[src/rtl/imem_responder.sv]
// Instruction-memory responder: turns PC fetch requests into ordered
// {pc, inst, err} responses through a sync SRAM and a 3-entry FIFO.
//
// Ports:
//   clk, rst_n           clock, async active-low reset
//   req_valid/req_ready  fetch request handshake, req_addr = PC
//   flush                discard all buffered and inflight fetches
//   rsp_valid/rsp_ready  response handshake; rsp_pc/rsp_inst/rsp_err
//   mem_en/mem_addr      SRAM read port, mem_rdata one cycle later
module imem_responder #(
  parameter int IDX_W = 12
) (
  input  logic             clk,
  input  logic             rst_n,
  input  logic             req_valid,
  output logic             req_ready,
  input  logic [31:0]      req_addr,
  input  logic             flush,
  output logic             rsp_valid,
  input  logic             rsp_ready,
  output logic [31:0]      rsp_pc,
  output logic [31:0]      rsp_inst,
  output logic             rsp_err,
  output logic             mem_en,
  output logic [IDX_W-1:0] mem_addr,
  input  logic [31:0]      mem_rdata
);

  localparam int DEPTH = 3;

  logic [31:0] r_pc   [DEPTH];
  logic [31:0] r_inst [DEPTH];
  logic        r_err  [DEPTH];
  logic [1:0]  r_rd;
  logic [1:0]  r_wr;
  logic [1:0]  r_count;

  // Slot for the request accepted last cycle; faulting requests
  // ride along too so ordering and N+2 timing stay uniform.
  logic        r_inf_vld;
  logic [31:0] r_inf_pc;
  logic        r_inf_err;

  logic        w_fault;
  logic [2:0]  w_occ;
  logic        w_ready;
  logic        w_acc;
  logic        w_push;
  logic        w_pop;
  logic [31:0] w_push_inst;

  assign w_fault = (req_addr[1:0] != 2'b00) ||
                   (req_addr[31:IDX_W+2] != '0);

  // The inflight slot counts as occupied so a push can never
  // land on a full FIFO.
  assign w_occ   = {1'b0, r_count} + {2'b00, r_inf_vld};
  assign w_ready = rst_n && !flush && (w_occ < 3'd3);
  assign w_acc   = req_valid && w_ready;

  assign req_ready = w_ready;
  assign mem_en    = w_acc && !w_fault;
  assign mem_addr  = req_addr[IDX_W+1:2];

  assign w_push      = r_inf_vld && !flush;
  assign w_pop       = (r_count != 2'd0) && rsp_ready && !flush;
  assign w_push_inst = r_inf_err ? 32'h0 : mem_rdata;

  assign rsp_valid = (r_count != 2'd0);
  assign rsp_pc    = rsp_valid ? r_pc[r_rd]   : 32'h0;
  assign rsp_inst  = rsp_valid ? r_inst[r_rd] : 32'h0;
  assign rsp_err   = rsp_valid ? r_err[r_rd]  : 1'b0;

  function automatic logic [1:0] inc(input logic [1:0] p);
    return (p == 2'd2) ? 2'd0 : p + 2'd1;
  endfunction

  always_ff @(posedge clk or negedge rst_n) begin
    if (!rst_n) begin
      r_inf_vld <= 1'b0;
      r_inf_pc  <= 32'h0;
      r_inf_err <= 1'b0;
    end else begin
      r_inf_vld <= w_acc;
      if (w_acc) begin
        r_inf_pc  <= req_addr;
        r_inf_err <= w_fault;
      end
    end
  end

  always_ff @(posedge clk or negedge rst_n) begin
    if (!rst_n) begin
      r_rd    <= 2'd0;
      r_wr    <= 2'd0;
      r_count <= 2'd0;
      for (int i = 0; i < DEPTH; i++) begin
        r_pc[i]   <= 32'h0;
        r_inst[i] <= 32'h0;
        r_err[i]  <= 1'b0;
      end
    end else if (flush) begin
      r_rd    <= 2'd0;
      r_wr    <= 2'd0;
      r_count <= 2'd0;
    end else begin
      if (w_push) begin
        r_pc[r_wr]   <= r_inf_pc;
        r_inst[r_wr] <= w_push_inst;
        r_err[r_wr]  <= r_inf_err;
        r_wr         <= inc(r_wr);
      end
      if (w_pop) begin
        r_rd <= inc(r_rd);
      end
      r_count <= r_count + {1'b0, w_push} - {1'b0, w_pop};
    end
  end

endmodule

[config.mk]
export PLATFORM = sky130hd
export DESIGN_NAME = imem_responder
export DESIGN_NICKNAME = d
export VERILOG_FILES = /design/src/rtl/imem_responder.sv
export SDC_FILE = /design/constraint.sdc
export NUM_CORES = 1
export LEC_CHECK = 0
export CAP_MARGIN = 20
export CORE_UTILIZATION = 55
export DETAILED_ROUTE_END_ITERATION = 10
export GPL_ROUTABILITY_DRIVEN = 0
export MAX_ROUTING_LAYER = met4
export PLACE_DENSITY = 0.81
export SLEW_MARGIN = 25
export SYNTH_ARGS = -nofsm -noshare
export SYNTH_HDL_FRONTEND = slang
export SYNTH_SLANG_ARGS = --single-unit
export TNS_END_PERCENT = 100
[constraint.sdc]
create_clock -name clk -period 2.5 [get_ports clk]
set_clock_uncertainty 0.05 [all_clocks]
set_input_delay 0.5 -clock clk [delete_from_list [all_inputs] [get_ports clk]]
set_output_delay 0.5 -clock clk [all_outputs]
set_load 0.1 [all_outputs]
==> results.ini, run 1 <==
[flow_run]
maxCapViolations = 0

[die]
dieHeight_um = 142
die_area_um2 = 20100
dieWidth_um = 142
coreArea_um2 = 18900
io_pins = 149
start_util = 0.569
rows = 50

[routing]
wl_per_cell_um = 19.8
wl_met2_mm = 13.9
ant_nets = 0
drt_wl_total_mm = 27.5
wl_met1_mm = 11.6
maxUsedRoutingLayer = met4
dr.pass1.iters = 5
drc_errors = 0
drt_iter0_drc = 429
wl_met3_mm = 1.19
viasPerCell = 5.66
vias = 7892

[cts]
cts_root_buf = clkbuf_16
cts.clk_slew.worst_paths_ns = 0.06
numCtsBuffers = 25
cts_buffer_depth = 3
cts_tree = built
clock_sinks = 235
htreeDepth = 1
clkLatencyLatePin_ns = 0.52

[grt]
grt_overflow_total = 0
grt_pass1_wl_mm = 41.4
grt_use_total = 0.271
grt_max_degree = 148
grt_pass1_vias = 7953
antenna_found_initial = 0

[timing]
finalMaxSlewViolations = 0
fin_setup_tns_ns = -7.05
slew_headroom = 0.451
finalSetupViolations = 66
rsz0062_at_grt = true
hold_violations = 0
min_period_over_period = 1.08
fin_ws_ns = -0.199
worst_pin_slew_ns = 0.823
hold_ws_ns = 0.352
fmax_mhz = 371
period_minus_slack_ns = 2.70

[synth]
synthFlopType = dfrtp_1
yosysWarnings = 0
synthTopCellsByCount = 235 x dfrtp_1, 165 x nand2_1, 98 x mux2_2
synth_area_leaders = dfrtp_1 55%, mux2_2 10%, mux2i_1 6.2%
synth_most_common_cell = dfrtp_1
synth_top_family_by_area = multiplexers
synth_simple_gate_area_frac = 0.129
ys_ff_latch = 235
synth_edf_count = 0
synth-xor-area-share = 0.00163
synth_top_area_frac = 0.547
syn_inst = 976
ys_seq_area_frac = 0.547
synth_compound_area_frac = 0.0786
synth_cell_type_count = 33
yosys.area.top_type = dfrtp_1
synthAdderAreaFrac = 0.00466
muxShareOfSynthArea = 0.199
async_flop_share = 1.00
synth_fp_nets = 1049
synth.avg_cell_area_um2 = 11.0
synth_area_um2 = 10700

[setup_path]
worst-path-max-fanout = 13
r2r_setup_slack_ns = 0.53
crit_start = r_rd[0]
required_ns = 1.95
timing.rr.start = r_count[0]
crit_arrival_ns = 2.15
endpoint = rsp_pc[1]
end_kind = primary output
timing.rr.end = r_count[1]
start_kind = flop
reg2regPathDepth = 8
crit_type = reg -> out

[final_layout]
drive_above_1_share = 0.392
n_antenna_cell = 0
nets = 1191
area_growth_pct = 44.5
fin_area_um2 = 15500

[placed_design]
dp_slack_ns = -0.0540
io_buffers = 148
hpwl_mm = 15.8
placed_area_um2 = 14100

[outcome]
status = complete, but fails checks
violations = setup timing

[hold_path]
hold_path.class = in -> async

[power]
power_density_nw_per_um2 = 687
ir_drop_mv = 0.611
p_leak_nw = 6.35

==> critical path, cell delays in order, from the launching register on <==
cell	delay, ns
dfrtp_4	0.56
buf_6	0.21
mux2i_1	0.13
or2_2	0.33
a21oi_4	0.19
buf_12	0.20
==> state kept, by name (all words and copies together) (netlist names) <==
register / count
r_inst: 96
r_err: 3
r_wr: 2
r_inf_err: 1
r_rd: 2
r_pc: 96
r_count: 2
r_inf_pc: 32
r_inf_vld: 1
==> metal layers <==
layer,global-route usage,up-vias
met3,0.0290,65
met4,0.0640,0
li1,-,3593
met1,0.349,3979
met2,0.463,255
met5,-,-
==> cells in the final DEF (no fill, tap or decap), types with 3 or more instances in the layout <==
| cell | netlist | final |
|---|---|---|
| dfrtp_1 | 235 | 231 |
| nand2_1 | 165 | 131 |
| mux2_2 | 98 | 98 |
| buf_12 | 0 | 98 |
| o21ai_0 | 78 | 78 |
| clkdlybuf4s50_1 | 0 | 67 |
| mux2i_1 | 66 | 66 |
| a21oi_4 | 0 | 65 |
| or2_4 | 0 | 50 |
| nand2b_1 | 34 | 34 |
| nand2_2 | 0 | 33 |
| mux2_1 | 33 | 33 |
| clkbuf_16 | 0 | 30 |
| o21ai_1 | 19 | 19 |
| buf_4 | 15 | 16 |
| or2_2 | 65 | 15 |
| clkinv_2 | 0 | 7 |
| buf_6 | 4 | 7 |
| nor2_1 | 6 | 4 |
| nor4_1 | 5 | 4 |
| clkbuf_8 | 0 | 4 |
| clkbuf_1 | 37 | 4 |
| inv_1 | 3 | 3 |
| a21oi_1 | 68 | 3 |
| dfrtp_2 | 0 | 3 |
==> how the worst min path moves through the flow <==
stage	start	endpoint	slack [ns]	cells after the start
global route	rst_n	r_pc[4]	0.34	2
detailed placement	rst_n	r_err[0]	0.28	1
CTS	rst_n	r_err[0]	0.32	2
finish	rst_n	r_err[0]	0.35	2
global placement	rst_n	r_err[0]	0.28	1
floorplan	rst_n	r_count[0]	0.15	0
==> timing repair <==
action                     4_1_cts  5_1_grt
hold endpoints to repair        13        0
hold buffers                     1        0
setup endpoints to repair       67       68
cloned                           0        8
setup buffers                    2        2
gates resized for setup         13      103
pin swaps                        3        2
==> per-stage QoR <==
step,power [mW],utilization,instances
4_1_cts,10.5,0.794,1383
3_5_place_dp,6.88,0.747,1337
6_report,10.7,0.821,1394
2_1_floorplan,6.10,-,976
3_3_place_gp,6.79,0.747,1337
5_1_grt,11.0,0.821,1394
==> cell families (layout without fill, tap and decap cells) <==
| logic type | count (synthesis) | in the layout |
|---|---|---|
| adders and majority gates | 4 | 4 |
| AOI/OAI and AO/OA | 167 | 167 |
| DFF | 235 | 235 |
| xor gates and xnor gates | 2 | 2 |
| buffers and inverters | 84 | 242 |
| and+or+nand+nor | 287 | 287 |
| muxes | 197 | 197 |
==> where the power goes <==
part	switching, mW	leakage (nW)	internal (mW)
Combinational	1.32	2.84	1.14
Sequential	0.310	3.11	4.26
Clock	1.48	0.402	2.15
Total	3.11	6.35	7.55
==> layout make-up <==
type | instances | area, µm²
clock buffer | 33 | 696
clock inverter | 10 | 104
fill | 1050 | 3380
inverter | 3 | 11.3
multi-input combinational | 657 | 5480
sequential | 235 | 5890
tap | 260 | 325
timing repair buffer | 196 | 3010
Power figures use the tool's default switching activity.
==> run 2, diff against run 1 <==
- CTS_CLUSTER_DIAMETER: default -> 40
==> results.ini, run 2 (synthesis gave the netlist of run 1 again) <==
[power]
p_int_mw = 8.37  ; +11%
power_frac_seq = 0.392  ; -0.037
sw_frac_of_total = 0.285  ; -0.00604
netSwitchingPower_mw = 3.34  ; +7.6%
p_leak_nw = 6.65  ; +4.7%
power_frac_clock = 0.399  ; +0.059
p_comb_frac = 0.209  ; -0.021
ir_drop_mv = 0.599  ; -1.8%
power_density_nw_per_um2 = 741  ; +7.9%

[die]
die_area_um2 = 20100  ; unchanged
dieWidth_um = 142  ; unchanged
start_util = 0.569  ; unchanged
io_pins = 149  ; unchanged
rows = 50  ; unchanged
coreArea_um2 = 18900  ; unchanged
dieHeight_um = 142  ; unchanged

[outcome]
status = complete, but fails checks
violations = setup timing

[cts]
htreeDepth = 2  ; +1
cts_root_buf = clkbuf_16
cts_tree = built
cts.clk_slew.worst_paths_ns = 0.05  ; about the same
cts_buffer_depth = 3  ; unchanged
numCtsBuffers = 34  ; +36%
clock_sinks = 235  ; unchanged
clkLatencyLatePin_ns = 0.50  ; -0.02 ns

[setup_path]
required_ns = 1.95  ; about the same
timing.rr.end = r_inf_pc[13]
timing.rr.start = r_count[0]
end_kind = primary output
r2r_setup_slack_ns = 0.40  ; -0.13 ns
reg2regPathDepth = 9  ; +1
crit_arrival_ns = 2.07  ; -0.08 ns
worst-path-max-fanout = 6  ; -7
start_kind = flop
crit_type = reg -> out

[placed_design]
dpl.cell_count = 1337  ; unchanged
hpwl_mm = 15.8  ; unchanged
io_buffers = 148  ; unchanged

[final_layout]
fin_cells = 1411  ; +1.2%
n_fill_cell = 982  ; -6.5%
drive_above_1_share = 0.392  ; -0.000583
final_cell_mix = 231 x dfrtp_1, 141 x nand2_1, 98 x mux2_2, 95 x buf_12, 78 x o21ai_0
area_growth_pct = 47.2
final_common_cell = dfrtp_1
nets = 1200  ; +0.76%
reg_top3 = r_inst x96, r_pc x96, r_inf_pc x32
n_antenna_cell = 0  ; unchanged

[timing]
hold_violations = 0  ; unchanged
fin_ws_ns = -0.123  ; +0.0762 ns
min_period_over_period = 1.05  ; -0.0305
fin_setup_tns_ns = -5.57  ; +1.48 ns
period_minus_slack_ns = 2.62  ; -0.0762 ns
finalMaxSlewViolations = 0  ; unchanged
fmax_mhz = 381  ; +2.9%
rsz0062_at_grt = true
slew_headroom = 0.451  ; about the same
worst_pin_slew_ns = 0.823  ; +0.0000257 ns
finalSetupViolations = 66  ; unchanged

[grt]
grt_overflow_total = 0  ; unchanged
antenna_found_initial = 0  ; unchanged
grt_pass1_wl_mm = 44.6  ; +7.8%
grt_use_total = 0.297  ; +0.0263
grt_pass1_vias = 8465  ; +6.4%
grt_max_degree = 148  ; unchanged

[routing]
wl_per_cell_um = 20.2  ; +2.0%
drt_wl_total_mm = 28.4  ; +3.2%
drt_iter0_drc = 442  ; +3.0%
vias = 8027  ; +1.7%
dr.pass1.iters = 5  ; unchanged
drc_errors = 0  ; unchanged
ant_nets = 0  ; unchanged
viasPerCell = 5.69  ; +0.49%

[hold_path]
hold_path.class = in -> async

[flow_run]
maxCapViolations = 0  ; unchanged

[run 2: cell count changes in the layout (fill, tap and decap cells not counted), sizes merged]
| cell | delta |
|---|---|
| buf | +3 |
| inv | +3 |
| clkbuf | +11 |
[run 2: stage by stage]
step / worst slack, ns / cell area [µm²] / hold slack (ns) / power [mW] / utilization
3_5_place_dp: -0.0540 / 14100 / 0.283 / 6.88 / 0.747
4_1_cts: -0.142 / 15600 / 0.367 / 11.7 / 0.826
5_1_grt: -0.175 / 15800 / 0.378 / 12.1 / 0.837
3_3_place_gp: -0.0724 / 14100 / 0.281 / 6.79 / 0.747
6_report: -0.123 / 15800 / 0.385 / 11.7 / 0.837
2_1_floorplan: -0.440 / 11400 / 0.154 / 6.10 / -
[run 2: layer usage]
metal  wire, µm  vias up  track usage
met5          0        -            -
li1           -     3611            -
met2      14800      264        0.511
met1      11700     4099        0.369
met4        585        0       0.0792
met3       1360       53       0.0432
[run 2: worst max path at each step]
stage,depth (start not counted),end,from
floorplan,4,rsp_valid,r_count[0]
global placement,6,mem_en,req_addr[21]
detailed placement,6,mem_en,req_addr[21]
CTS,5,rsp_pc[12],r_rd[0]
global route,5,rsp_pc[9],r_rd[0]
finish,6,rsp_inst[11],r_rd[0]
[run 2: repair_timing]
item | in CTS | in global routing
hold endpoints to repair | 13 | 0
endpoints found under the setup margin | 67 | 68
buffers inserted | 6 | 0
cloned | 3 | 3
hold buffers | 1 | 0
resized for setup | 69 | 36
pin swaps | 4 | 11
[run 2: layout make-up]
type | count | area (µm²) | share of cell area
flip-flops and latches | 235 | 5890 | 0.372
multi-input cells | 657 | 5480 | 0.347
well taps | 260 | 325 | 0.0206
inverters | 3 | 11.3 | 0.000712
clock buffers | 47 | 991 | 0.0627
clock inverters | 13 | 134 | 0.00847
repair buffers | 196 | 2980 | 0.188
[run 2: power by group through the flow]
stage	clock network (mW)	logic (mW)	registers (mW)
floorplan	0	1.58	4.51
global placement	0	2.20	4.59
detailed placement	0	2.26	4.62
CTS	4.72	2.39	4.58
global route	4.91	2.58	4.64
finish	4.67	2.45	4.60
[run 2: worst max-delay path, stage by stage (launching register included)]
cell,delay [ns]
dfrtp_4,0.57
nor2b_4,0.23
buf_12,0.16
clkbuf_16,0.19
nand2_4,0.07
a21oi_4,0.17
buf_12,0.19
